### src/rtl/nec_ir_decoder.sv
// NEC IR frame decoder: synchronizes the demodulated IR input, times mark/space
// widths in 50 us ticks, decodes leader/data/stop/repeat and presents the
// address/command pair through a one-deep valid/ready output register.
module nec_ir_decoder #(
    parameter int unsigned TICK_CYCLES   = 2000,
    parameter int unsigned TIMEOUT_TICKS = 220
) (
    input  logic       FAB_CLK,
    input  logic       FAB_RESET,
    input  logic       IR_IN,
    input  logic       IR_READY,
    output logic       IR_VALID,
    output logic [7:0] IR_ADDR,
    output logic [7:0] IR_CMD,
    output logic       IR_REPEAT,
    output logic       IR_ERR,
    output logic       IR_OVERRUN
);

    localparam int unsigned PW = (TICK_CYCLES > 1) ? $clog2(TICK_CYCLES) : 1;
    localparam int unsigned TW = 8;
    localparam int unsigned SW = 32;
    localparam int unsigned CW = 6;

    typedef enum logic [2:0] {
        S_IDLE,
        S_LEAD_MARK,
        S_LEAD_SPACE,
        S_BIT_MARK,
        S_BIT_SPACE,
        S_STOP_MARK
    } state_t;

    // Registered state
    logic          sync1_q, sync2_q, sync3_q;
    logic [PW-1:0] presc_q;
    logic [TW-1:0] tick_q;
    state_t        state_q;
    logic [SW-1:0] shift_q;
    logic [CW-1:0] bit_cnt_q;
    logic          rep_q;
    logic          last_ok_q;
    logic [7:0]    last_addr_q, last_cmd_q;
    logic          valid_q, orep_q, err_q, ovr_q;
    logic [7:0]    addr_q, cmd_q;

    // Next-state values
    logic          sync1_d, sync2_d, sync3_d;
    logic [PW-1:0] presc_d;
    logic [TW-1:0] tick_d;
    state_t        state_d;
    logic [SW-1:0] shift_d;
    logic [CW-1:0] bit_cnt_d;
    logic          rep_d;
    logic          last_ok_d;
    logic [7:0]    last_addr_d, last_cmd_d;
    logic          valid_d, orep_d, err_d, ovr_d;
    logic [7:0]    addr_d, cmd_d;

    // Combinational helpers
    logic          edge_c, mark_start_c, mark_end_c, timeout_c;
    logic          err_c, emit_c, emit_rep_c;
    logic [7:0]    emit_addr_c, emit_cmd_c;

    function automatic logic in_rng(input logic [7:0] w, input logic [7:0] lo,
                                    input logic [7:0] hi);
        return (w >= lo) && (w <= hi);
    endfunction

    // Synchronizer chain plus a third stage for edge detection
    always_comb begin
        sync1_d = IR_IN;
        sync2_d = sync1_q;
        sync3_d = sync2_q;
    end

    // Line is active-low: sync2_q==0 means carrier (mark) present
    always_comb begin
        edge_c       = sync2_q ^ sync3_q;
        mark_start_c = edge_c & ~sync2_q;
        mark_end_c   = edge_c & sync2_q;
        timeout_c    = (tick_q >= TW'(TIMEOUT_TICKS));
    end

    // Prescaler and saturating tick counter, both cleared on every edge
    always_comb begin
        presc_d = presc_q;
        tick_d  = tick_q;
        if (edge_c) begin
            presc_d = '0;
            tick_d  = '0;
        end else if (presc_q == PW'(TICK_CYCLES - 1)) begin
            presc_d = '0;
            if (tick_q != {TW{1'b1}}) begin
                tick_d = tick_q + TW'(1);
            end
        end else begin
            presc_d = presc_q + PW'(1);
        end
    end

    // Frame FSM: next state, shift register, last-good store, emit/error strobes
    always_comb begin
        state_d     = state_q;
        shift_d     = shift_q;
        bit_cnt_d   = bit_cnt_q;
        rep_d       = rep_q;
        last_ok_d   = last_ok_q;
        last_addr_d = last_addr_q;
        last_cmd_d  = last_cmd_q;
        err_c       = 1'b0;
        emit_c      = 1'b0;
        emit_rep_c  = 1'b0;
        emit_addr_c = '0;
        emit_cmd_c  = '0;

        if ((state_q != S_IDLE) && !edge_c && timeout_c) begin
            err_c = 1'b1;
        end else begin
            case (state_q)
                S_IDLE: begin
                    if (mark_start_c) state_d = S_LEAD_MARK;
                end
                S_LEAD_MARK: begin
                    if (mark_end_c) begin
                        if (in_rng(tick_q, 8'd160, 8'd200)) state_d = S_LEAD_SPACE;
                        else                                err_c   = 1'b1;
                    end
                end
                S_LEAD_SPACE: begin
                    if (mark_start_c) begin
                        if (in_rng(tick_q, 8'd80, 8'd100)) begin
                            shift_d   = '0;
                            bit_cnt_d = '0;
                            rep_d     = 1'b0;
                            state_d   = S_BIT_MARK;
                        end else if (in_rng(tick_q, 8'd38, 8'd52)) begin
                            rep_d   = 1'b1;
                            state_d = S_STOP_MARK;
                        end else begin
                            err_c = 1'b1;
                        end
                    end
                end
                S_BIT_MARK: begin
                    if (mark_end_c) begin
                        if (in_rng(tick_q, 8'd8, 8'd14)) state_d = S_BIT_SPACE;
                        else                             err_c   = 1'b1;
                    end
                end
                S_BIT_SPACE: begin
                    if (mark_start_c) begin
                        if (in_rng(tick_q, 8'd8, 8'd14) || in_rng(tick_q, 8'd28, 8'd40)) begin
                            // LSB first: new bit enters at the top and walks down
                            shift_d   = {in_rng(tick_q, 8'd28, 8'd40), shift_q[SW-1:1]};
                            bit_cnt_d = bit_cnt_q + CW'(1);
                            state_d   = (bit_cnt_q == CW'(SW - 1)) ? S_STOP_MARK : S_BIT_MARK;
                        end else begin
                            err_c = 1'b1;
                        end
                    end
                end
                S_STOP_MARK: begin
                    if (mark_end_c) begin
                        if (!in_rng(tick_q, 8'd8, 8'd14)) begin
                            err_c = 1'b1;
                        end else if (!rep_q) begin
                            if ((shift_q[15:8] == ~shift_q[7:0]) &&
                                (shift_q[31:24] == ~shift_q[23:16])) begin
                                emit_c      = 1'b1;
                                emit_addr_c = shift_q[7:0];
                                emit_cmd_c  = shift_q[23:16];
                                last_ok_d   = 1'b1;
                                last_addr_d = shift_q[7:0];
                                last_cmd_d  = shift_q[23:16];
                                state_d     = S_IDLE;
                            end else begin
                                err_c = 1'b1;
                            end
                        end else if (last_ok_q) begin
                            emit_c      = 1'b1;
                            emit_rep_c  = 1'b1;
                            emit_addr_c = last_addr_q;
                            emit_cmd_c  = last_cmd_q;
                            state_d     = S_IDLE;
                        end else begin
                            err_c = 1'b1;
                        end
                    end
                end
                default: state_d = S_IDLE;
            endcase
        end

        if (err_c) state_d = S_IDLE;
    end

    // One-deep output register with overrun detection
    always_comb begin
        valid_d = valid_q;
        addr_d  = addr_q;
        cmd_d   = cmd_q;
        orep_d  = orep_q;
        err_d   = err_c;
        ovr_d   = 1'b0;
        if (emit_c) begin
            if (!valid_q || IR_READY) begin
                valid_d = 1'b1;
                addr_d  = emit_addr_c;
                cmd_d   = emit_cmd_c;
                orep_d  = emit_rep_c;
            end else begin
                ovr_d = 1'b1;
            end
        end else if (valid_q && IR_READY) begin
            valid_d = 1'b0;
        end
    end

    // All state registers; synchronizer resets to the idle (space) level
    always_ff @(posedge FAB_CLK) begin
        if (FAB_RESET) begin
            sync1_q     <= 1'b1;
            sync2_q     <= 1'b1;
            sync3_q     <= 1'b1;
            presc_q     <= '0;
            tick_q      <= '0;
            state_q     <= S_IDLE;
            shift_q     <= '0;
            bit_cnt_q   <= '0;
            rep_q       <= 1'b0;
            last_ok_q   <= 1'b0;
            last_addr_q <= '0;
            last_cmd_q  <= '0;
            valid_q     <= 1'b0;
            addr_q      <= '0;
            cmd_q       <= '0;
            orep_q      <= 1'b0;
            err_q       <= 1'b0;
            ovr_q       <= 1'b0;
        end else begin
            sync1_q     <= sync1_d;
            sync2_q     <= sync2_d;
            sync3_q     <= sync3_d;
            presc_q     <= presc_d;
            tick_q      <= tick_d;
            state_q     <= state_d;
            shift_q     <= shift_d;
            bit_cnt_q   <= bit_cnt_d;
            rep_q       <= rep_d;
            last_ok_q   <= last_ok_d;
            last_addr_q <= last_addr_d;
            last_cmd_q  <= last_cmd_d;
            valid_q     <= valid_d;
            addr_q      <= addr_d;
            cmd_q       <= cmd_d;
            orep_q      <= orep_d;
            err_q       <= err_d;
            ovr_q       <= ovr_d;
        end
    end

    assign IR_VALID   = valid_q;
    assign IR_ADDR    = addr_q;
    assign IR_CMD     = cmd_q;
    assign IR_REPEAT  = orep_q;
    assign IR_ERR     = err_q;
    assign IR_OVERRUN = ovr_q;

endmodule

### config.mk
export PLATFORM = sky130hd
export DESIGN_NAME = nec_ir_decoder
export DESIGN_NICKNAME = d
export VERILOG_FILES = /design/src/rtl/nec_ir_decoder.sv
export SDC_FILE = /design/constraint.sdc
export NUM_CORES = 1
export LEC_CHECK = 0
export CAP_MARGIN = 30
export CORE_MARGIN = 5
export CORE_UTILIZATION = 45
export DETAILED_ROUTE_END_ITERATION = 16
export SLEW_MARGIN = 20
export SYNTH_ARGS = -nofsm -noshare
export SYNTH_HDL_FRONTEND = slang
export SYNTH_SLANG_ARGS = --single-unit
### constraint.sdc
create_clock -name FAB_CLK -period 3.81 [get_ports FAB_CLK]
set_input_delay 0.9525 -clock FAB_CLK [delete_from_list [all_inputs] [get_ports FAB_CLK]]
set_output_delay 0.9525 -clock FAB_CLK [all_outputs]
set_load 0.03 [all_outputs]
After elaboration in Yosys (flattened, before gate mapping)

Index checks and enable logic that the tools add are counted.

Register bits after elaboration: 101
Bits in latches: 0
Memory bits (writable): 0
Bits in read-only memories: 0
Input bits: 4
Output and inout bits: 20
Logic and storage cells: 170
Memories kept: 0

$add $sub $neg: 3
Multiply operators: 0
Div/mod/pow operators: 0
Order comparisons: 11
Eq/ne operators: 25
Shift-type cells: 0
Muxes and demuxes: 75
Bitwise operators: 9
Reduce and logical (&&, ||, !) cells: 29

Operators by type and width:

| operator                                            | number |
|---|---|
| 2-to-1 mux 32 bit                                   | 4 |
| 2-to-1 mux 8 bit                                    | 14 |
| one-hot mux 32 bit (2 select lines)                 | 1 |
| 2-to-1 mux 3 bit                                    | 16 |
| 2-to-1 mux 1 bit                                    | 33 |
| 2-to-1 mux 6 bit                                    | 4 |
| inequality test 2 bit, second input constant        | 11 |
| one-hot mux 3 bit (6 select lines)                  | 1 |
| equality test 8 bit                                 | 2 |
| >= comparator 8 bit, second input constant          | 2 |
| <= comparator 8 x 6 -> 1 bit, second input constant | 2 |
| inverter 8 bit                                      | 2 |
| AND reduction 14 bit                                | 1 |
| one-hot mux 6 bit (2 select lines)                  | 1 |
| AND reduction 6 bit                                 | 2 |
| adder 11 x 1 -> 11 bit, second input constant       | 1 |
| equality test 11 bit, second input constant         | 1 |
| logical AND 1 bit                                   | 9 |
| inequality test 3 bit, second input constant        | 3 |
| adder 8 x 1 -> 8 bit, second input constant         | 1 |
| >= comparator 8 x 4 -> 1 bit, second input constant | 1 |
| >= comparator 8 x 5 -> 1 bit, second input constant | 1 |
| >= comparator 8 x 6 -> 1 bit, second input constant | 1 |
| >= comparator 8 x 7 -> 1 bit, second input constant | 1 |
| other kinds (23)                                    | 37 |

Logic depth before layout (Yosys ltp)

Gate-level depths: netlist of run 1.

Word-level depth: 11
Mapped depth: 10
Mapped depth without buffers: 9

Worst setup path after synthesis of run 1

Ideal clock, no wire load.

Path kind: register to register
From: reg tick_q[1]
To: reg state_q[2]
Setup time: 0.070 ns
Arrival: 2.079 ns
Path slack: 1.661 ns
Cell stages (with the launch flop): 10
Clock period less this slack: 2.149 ns
Cells stage by stage: dfxtp_1 > inv_1 > ha_1 > nand2b_4 > a2111o_1 > nand4_1 > and3_1 > o221ai_2 > or4_1 > a21oi_1

Cells in the longest elaborated chain, start to end: 8
Elaborated cells on any way between the ends: 42
Classes of those cells: order compare: 11; eq/ne: 5; mux: 16; bitwise: 1; reduce/logical: 9

RTL lines:

| what                                                       | line     | text |
|---|---|---|
| from (decl)                                                | 37       | `logic [TW-1:0] tick_q;` |
| from (signal assigned)                                     | 246      | `tick_q <= tick_d;` |
| >= comparator 8 x 6 -> 1 bit, or another cell as far along | 67       | `return (w >= lo) && (w <= hi);` |
| logical AND 1 bit                                          | 67       |  |
| 2-to-1 mux 1 bit or logical OR 1 bit (tied branches)       | 137, 153 |  |
| 2-to-1 mux 1 bit (on tied branches)                        | 132, 153 |  |
| 2-to-1 mux 1 bit (on tied branches)                        | 131, 152 |  |
| one-hot mux 1 bit (5 select lines)                         | 120      | `case (state_q)` |
| 2-to-1 mux 1 bit                                           | 117      | `if ((state_q != S_IDLE) && !edge_c && timeout_c) begin` |
| OR reduction 2 bit (no line)                               | -        |  |
| to (signal assigned)                                       | 247      | `state_q <= state_d;` |
| to (decl)                                                  | 38       | `state_t state_q;` |

Several ways; a longest one is shown, not always the timed one. The select of a mux whose other input is x is not followed.
A chain may end at the register's enable or synchronous reset.

Worst setup path in the final report of run 1

From: reg tick_q[0]
To: reg shift_q[15]

Cells in the longest elaborated chain, start to end: 5
Elaborated cells on any way between the ends: 16
Classes of those cells: order compare: 7; eq/ne: 2; bitwise: 1; reduce/logical: 6

RTL lines:

| what                                                       | line | text |
|---|---|---|
| >= comparator 8 x 4 -> 1 bit, or another cell as far along | 67   |  |
| logical AND 1 bit                                          | 67   |  |
| logical OR 1 bit                                           | 153  | `if (in_rng(tick_q, 8'd8, 8'd14) \|\| in_rng(tick_q, 8'd28, 8'd40)) begin` |
| inequality test 2 bit (no line)                            | -    |  |
| AND reduction 6 bit (no line) (*)                          | -    |  |
| to (signal assigned)                                       | 248  | `shift_q <= shift_d;` |
| to (decl)                                                  | 39   | `logic [SW-1:0] shift_q;` |

Mark *: on every way between the ends. The rest lies on a longest branch, timed or not.

==> run_results.csv, run 1 <==
group,metric,value,unit
critical_path,critical_path_arrival,2.89,ns
critical_path,start_kind,"flip-flop",
yosys,yosysTopAreaCell,"dfxtp_1",
cts,htreeDepth,3,
yosys,ys_ff_latch,101,
timing,rsz0062_at_grt,"false",
global_routing,grt_usage,16.41,%
cts,holdBufCountCts,0,
finish,nets,535,
finish,nFillCells,949,
global_routing,grt_overflow_total,0,
yosys,yosys.area_share.simple,20.20,%
timing,fin_crit,2.644,ns
yosys,syn-num-nets,525,
worst_hold_path,min_to,"sync2_q",
critical_path,timing.rr.end,"shift_q[15]",
yosys,synth.area.top_cells,"dfxtp_1 45%, mux2i_1 7.4%, nor2_1 6.4%",
die,rows,36,
timing,fin_crit_sh,69.39,%
worst_hold_path,hold_path.startpoint,"sync1_q",
timing,relSlewSlack,49.83,%
cts,post_cts_buffers,0,
timing,fin_setup_tns,0,ns
critical_path,r2r_slack,1.17,ns
die,die_h,109.8,um
route,drt_pass1_iterations,4,
yosys,synth_compound_area_share,13.70,%
route,drt_iter0_markers,220,
yosys,yosysWarnings,0,
finish,seqCellArea,2022,um2
cts,cts.repair.resized,0,
power,power_per_cell_area,386.0,nW/um2
cts,cts-buffers-inserted,9,
timing,finalWorstSetupSlack,1.166,ns
timing,clock_skew,0.01078,ns
timing,tightestPinTransition,0.7526,ns
cts,clkSinkCount,101,
route,wl_per_cell,13.98,um
finish,fin_util,51.72,%
global_routing,grt_max_degree,40,
run_status,status,"completed",
die,start_util,46.10,%
finish,diodes,0,
critical_path,cp.required,4.06,ns
yosys,synth_mux_area_share,7.364,%
cts,clk_path_buf_depth,2,
yosys,synth_adder_area_share,1.674,%
route,wl,9.266,mm
route,vias,3446,
finish,final_cell_mix,"101 x dfxtp_1, 76 x nor2_1, 52 x nand2_1",
timing,slew_viol_final,0,
yosys,synth_edf_count,0,
cts,cts_tree,"done",
placed_design,dp_slack,1.129,ns
route,drc,0,
placed_design,dp_hpwl,6.371,mm
yosys,synth_area,4486,um2
power,p_leak,1.996,nW
yosys,synth_top_cell_area_share,45.08,%
critical_path,crit_path_end_kind,"flip-flop",
route,viasPerCell,5.198,
critical_path,crit_type,"reg2reg",
placed_design,globalplace.congestion,0.8278,
global_routing,grt_pass1_wl,15.68,mm
placed_design,io_buffer_count,23,
route,ant_nets,0,
global_routing,antenna_found_initial,0,
global_routing,grt_pass1_vias,3305,
yosys,synth_top_family_by_area,"simple AND/OR/NAND/NOR gates",
finish,layout_commonest_cell,"dfxtp_1",
worst_hold_path,min_path_type,"reg2reg",
critical_path,r2r_cells,8,
cts,clkTransAtPathRegs,0.09,ns
yosys,synthFlopType,"dfxtp_1",
finish,final_area,5032,um2
yosys,yosysUniqueCellTypes,50,
die,die_w,109.8,um
timing,finalHoldViolCount,0,
finish,area_growth,12.19,%
die,core-area,9729,um2
critical_path,r2r_start,"tick_q[0]",
timing,setup_viol,0,
die,die_area,12060,um2
yosys,synthCells,515,
timing,fmax,378.2,MHz
critical_path,crit_fanout,27,
finish,multi_input_area,2265,um2
power,ir_drop,0.2837,mV
yosys,ys_seq_area_share,45.08,%
die,ioPinCount,24,
run,cap_violations,0,
finish,drive_above_1_share,7.170,%
yosys,yosys.area_share.xor_xnor,7.225,%
yosys,ys_async_sr_fraction,0,%
worst_hold_path,whs_path_depth,1,
placed_design,dpl_cell_area,4777,um2
cts,cts_root_buf,"clkbuf_8",
yosys,synth_area_per_cell,8.710,um2
cts,clk_latency,0.37,ns
cell usage after synthesis (12+ instances only):
master	instances
a21oi_1	28
a31oi_1	17
clkbuf_1	14
dfxtp_1	101
inv_1	13
mux2i_1	33
nand2_1	52
nor2_1	76
o21ai_0	29
o21ai_1	12
xnor2_1	16
xor2_1	21
state kept, by name, indices dropped and copies added, names as in the netlist:
| name | cells |
|---|---|
| shift_q | 32 |
| presc_q | 11 |
| IR_ADDR | 8 |
| IR_CMD | 8 |
| last_addr_q | 8 |
| last_cmd_q | 8 |
| tick_q | 8 |
| bit_cnt_q | 6 |
| state_q | 3 |
| IR_ERR | 1 |
| IR_OVERRUN | 1 |
| IR_REPEAT | 1 |
| IR_VALID | 1 |
| last_ok_q | 1 |
| rep_q | 1 |
| sync1_q | 1 |
| sync2_q | 1 |
| sync3_q | 1 |
metrics by stage:
step                power (mW)  cells  hold WS, ns
CTS                      1.971    663       0.4438
global route             2.008    663       0.4686
global placement         1.130    647       0.4127
finish                   1.943    663       0.4354
floorplan                1.117    515       0.3895
detailed placement       1.130    647       0.4154
worst max-delay path by stage:
stage          depth (start not counted)       from           end  slack (ns)
2_1_floorplan                          9  tick_q[1]    state_q[2]        1.66
3_3_place_gp                           7  tick_q[6]    IR_ADDR[4]        1.17
3_5_place_dp                           7  FAB_RESET  bit_cnt_q[5]        1.13
4_1_cts                                7  tick_q[6]    IR_ADDR[4]        1.15
5_1_grt                                7  tick_q[6]     IR_CMD[0]        0.94
6_report                               8  tick_q[0]   shift_q[15]        1.17
report_power, final:
part           switching (mW)  leakage, nW  internal (mW)
sequential            0.00594        0.814           1.06
clock                   0.376        0.125          0.461
combinational          0.0262         1.06         0.0138
total                   0.409         2.00           1.53
area by class of cell:
class,instances,share of cell area (%)
multi-input cells,371,45.00
flip-flops and latches,101,40.18
repair buffers,29,5.470
well taps,133,3.307
clock buffers,10,2.735
clock inverters,6,2.337
inverters,13,0.9697
routing by layer:
metal  global-route usage, %  routed length [um]  vias up
li1                        -                   -     1779
met1                   21.81                4604     1611
met4                   4.720                 106        0
met3                   4.756                 355        8
met5                       0                   0        -
met2                   25.87                4200       48
worst max-delay path: stages, from the launching register on:
cell	delay (ns)
dfxtp_1	0.41
inv_1	0.06
ha_1	0.26
o21a_1	0.22
a41o_1	0.28
o2111ai_4	0.49
buf_4	0.49
mux2i_1	0.24
nor2_1	0.05
kinds of logic (layout without fill, tap and decap cells):
kind of cell,after synthesis,after routing
compound gates,103,103
xor+xnor,37,37
fa+ha+maj,6,6
buf+inv,43,58
flops,101,101
mux,33,33
simple gates,192,192
No activity file was read; power rests on OpenSTA's default activity.
==> run 2, diff against run 1 <==
--- a/config.mk
+++ b/config.mk
@@ -9,6 +9,7 @@
 export CORE_MARGIN = 5
 export CORE_UTILIZATION = 45
 export DETAILED_ROUTE_END_ITERATION = 16
+export PLACE_DENSITY = 0.65
 export SLEW_MARGIN = 20
 export SYNTH_ARGS = -nofsm -noshare
 export SYNTH_HDL_FRONTEND = slang
==> constraint.sdc (replaced) <==
create_clock -name FAB_CLK -period 2.2 [get_ports FAB_CLK]
set_input_delay 0.55 -clock FAB_CLK [delete_from_list [all_inputs] [get_ports FAB_CLK]]
set_output_delay 0.55 -clock FAB_CLK [all_outputs]
set_load 0.03 [all_outputs]
==> run 2 against run 1 <==
Against the previous run: the flow now finishes with violations (negative setup slack); hold slack worse by 0.019 ns; final cell count rose by 8.6%; fmax rose by 20%; via count rose by 11%; setup slack got worse by 1.2 ns; first-iteration DRC count rose by 50%; clock power rose by 39%; critical endpoint is now shift_q[25]; sequential share of layout area down 5.2 points; final area grew 16%; sequential cell count is the same; sequential power increased by 72%; global-route usage is 1.4 points higher.
==> run_results.csv, run 2 (synthesis gave the netlist of run 1 again) <==
group,metric,value,unit
route,wl,11.23,mm
run_status,failed_checks,"negative setup slack",
finish,layout_commonest_cell,"dfxtp_1",
timing,setup_viol,1,
finish,top_regs,"shift_q (32), presc_q (11)",
critical_path,critical_path_arrival,2.48,ns
critical_path,start_kind,"flip-flop",
placed_design,globalplace.congestion,0.8733,
die,rows,36,
global_routing,grt_pass1_wl,17.05,mm
finish,diodes,0,
finish,area_growth,29.90,%
timing,finalHoldViolCount,0,
critical_path,cp.required,2.47,ns
cts,clkSinkCount,101,
cts,clkTransAtPathRegs,0.10,ns
finish,fin_util,59.89,%
critical_path,crit_type,"reg2reg",
global_routing,grt_pass1_vias,3583,
finish,largest_reg_flops,32,
cts,htreeDepth,3,
timing,rsz0062_at_grt,"true",
route,vias,3842,
timing,clock_skew,0.01594,ns
finish,regMostFlops,"shift_q",
timing,fin_crit,2.212,ns
finish,nFillCells,863,
power,ir_drop,0.4440,mV
timing,slew_viol_final,0,
die,start_util,46.10,%
die,ioPinCount,24,
route,ant_nets,0,
placed_design,dp_hpwl,7.027,mm
global_routing,grt_overflow_total,0,
placed_design,io_buffer_count,23,
timing,relSlewSlack,67.22,%
cts,cts-buffers-inserted,9,
global_routing,grt_max_degree,40,
die,core-area,9729,um2
die,die_w,109.8,um
cts,clk_latency,0.38,ns
critical_path,crit_fanout,8,
die,die_h,109.8,um
timing,fmax,452.1,MHz
timing,fin_setup_tns,-0.01184,ns
route,drc,0,
route,drt_iter0_markers,329,
cts,cts_root_buf,"clkbuf_8",
route,wl_per_cell,15.60,um
timing,finalWorstSetupSlack,-0.01184,ns
placed_design,placedCellCount,686,
timing,fin_crit_sh,100.5,%
run,cap_violations,0,
worst_hold_path,min_path_type,"reg2reg",
finish,layoutNonFillerInstCount,720,
route,drt_pass1_iterations,4,
power,power_per_cell_area,537.6,nW/um2
critical_path,crit_path_end_kind,"flip-flop",
cts,clk_path_buf_depth,2,
global_routing,grt_usage,17.83,%
cts,cts_tree,"done",
global_routing,antenna_found_initial,0,
finish,final_cell_mix,"89 x dfxtp_1, 59 x nor2_1, 51 x nand2_1",
route,viasPerCell,5.336,
power,p_leak,2.321,nW
finish,multi_input_area,2509,um2
finish,seqCellArea,2037,um2
timing,tightestPinTransition,0.4879,ns
die,die_area,12060,um2
run_status,status,"finished, violations left",
finish,nets,592,
finish,drive_above_1_share,24.70,%
## run 2: path summary, 6_finish.rpt
check / cells past startpoint / slack, ns / startpoint / to
setup / recovery: 11 / -0.01 / tick_q[1] / shift_q[25]
hold / removal: 1 / 0.42 / sync1_q / sync2_q
setup reg to reg: 11 / -0.01 / tick_q[1] / shift_q[25]
hold reg to reg: 1 / 0.42 / sync1_q / sync2_q
## run 2: area by class of cell
class / count / area share, %
flip-flops and latches: 101 / 34.96
clock buffers: 10 / 2.362
repair buffers: 85 / 15.03
multi-input cells: 372 / 43.05
inverters: 13 / 0.8374
clock inverters: 6 / 0.9019
well taps: 133 / 2.856
## run 2: through the flow
stage	hold slack (ns)	setup slack (ns)	total power, mW	instance area, um2
finish	0.4166	-0.01184	3.133	5827
global route	0.4534	-0.1163	3.257	5827
CTS	0.4180	0.004472	3.125	5335
detailed placement	0.3941	-0.04235	1.969	5120
global placement	0.3935	-0.01807	1.967	5120
floorplan	0.3895	0.05114	1.935	4486
## run 2: timing repair
action | in CTS | in global routing
pin swaps | 1 | 23
endpoints found under the hold margin | 0 | 0
gates cloned | 0 | 10
setup buffers | 1 | 7
resized for setup | 3 | 67
hold buffers | 0 | 0
endpoints found under the setup margin | 42 | 80
## run 2: layer usage
| layer | vias to the layer above | track usage, % | routed length [um] |
|---|---|---|---|
| met5 | - | 0 | 0 |
| met4 | 0 | 5.165 | 196 |
| met3 | 16 | 4.991 | 447 |
| met2 | 72 | 29.81 | 5699 |
| met1 | 1854 | 22.37 | 4890 |
| li1 | 1900 | - | - |
## run 2: worst max-delay path: stages, from the launching register on
cell,delay [ns]
dfxtp_2,0.33
inv_2,0.07
ha_4,0.16
nand2b_4,0.05
a2111o_1,0.39
nand4_1,0.15
buf_6,0.14
o2111ai_4,0.18
buf_4,0.21
buf_6,0.14
mux2i_1,0.21
nor2_1,0.06
## run 2: report_power, final
part | total, mW | internal [mW] | switching, mW | leakage (nW)
Combinational | 0.128 | 0.0565 | 0.0717 | 1.40
Sequential | 1.84 | 1.83 | 0.00603 | 0.821
Clock | 1.16 | 0.465 | 0.699 | 0.0971
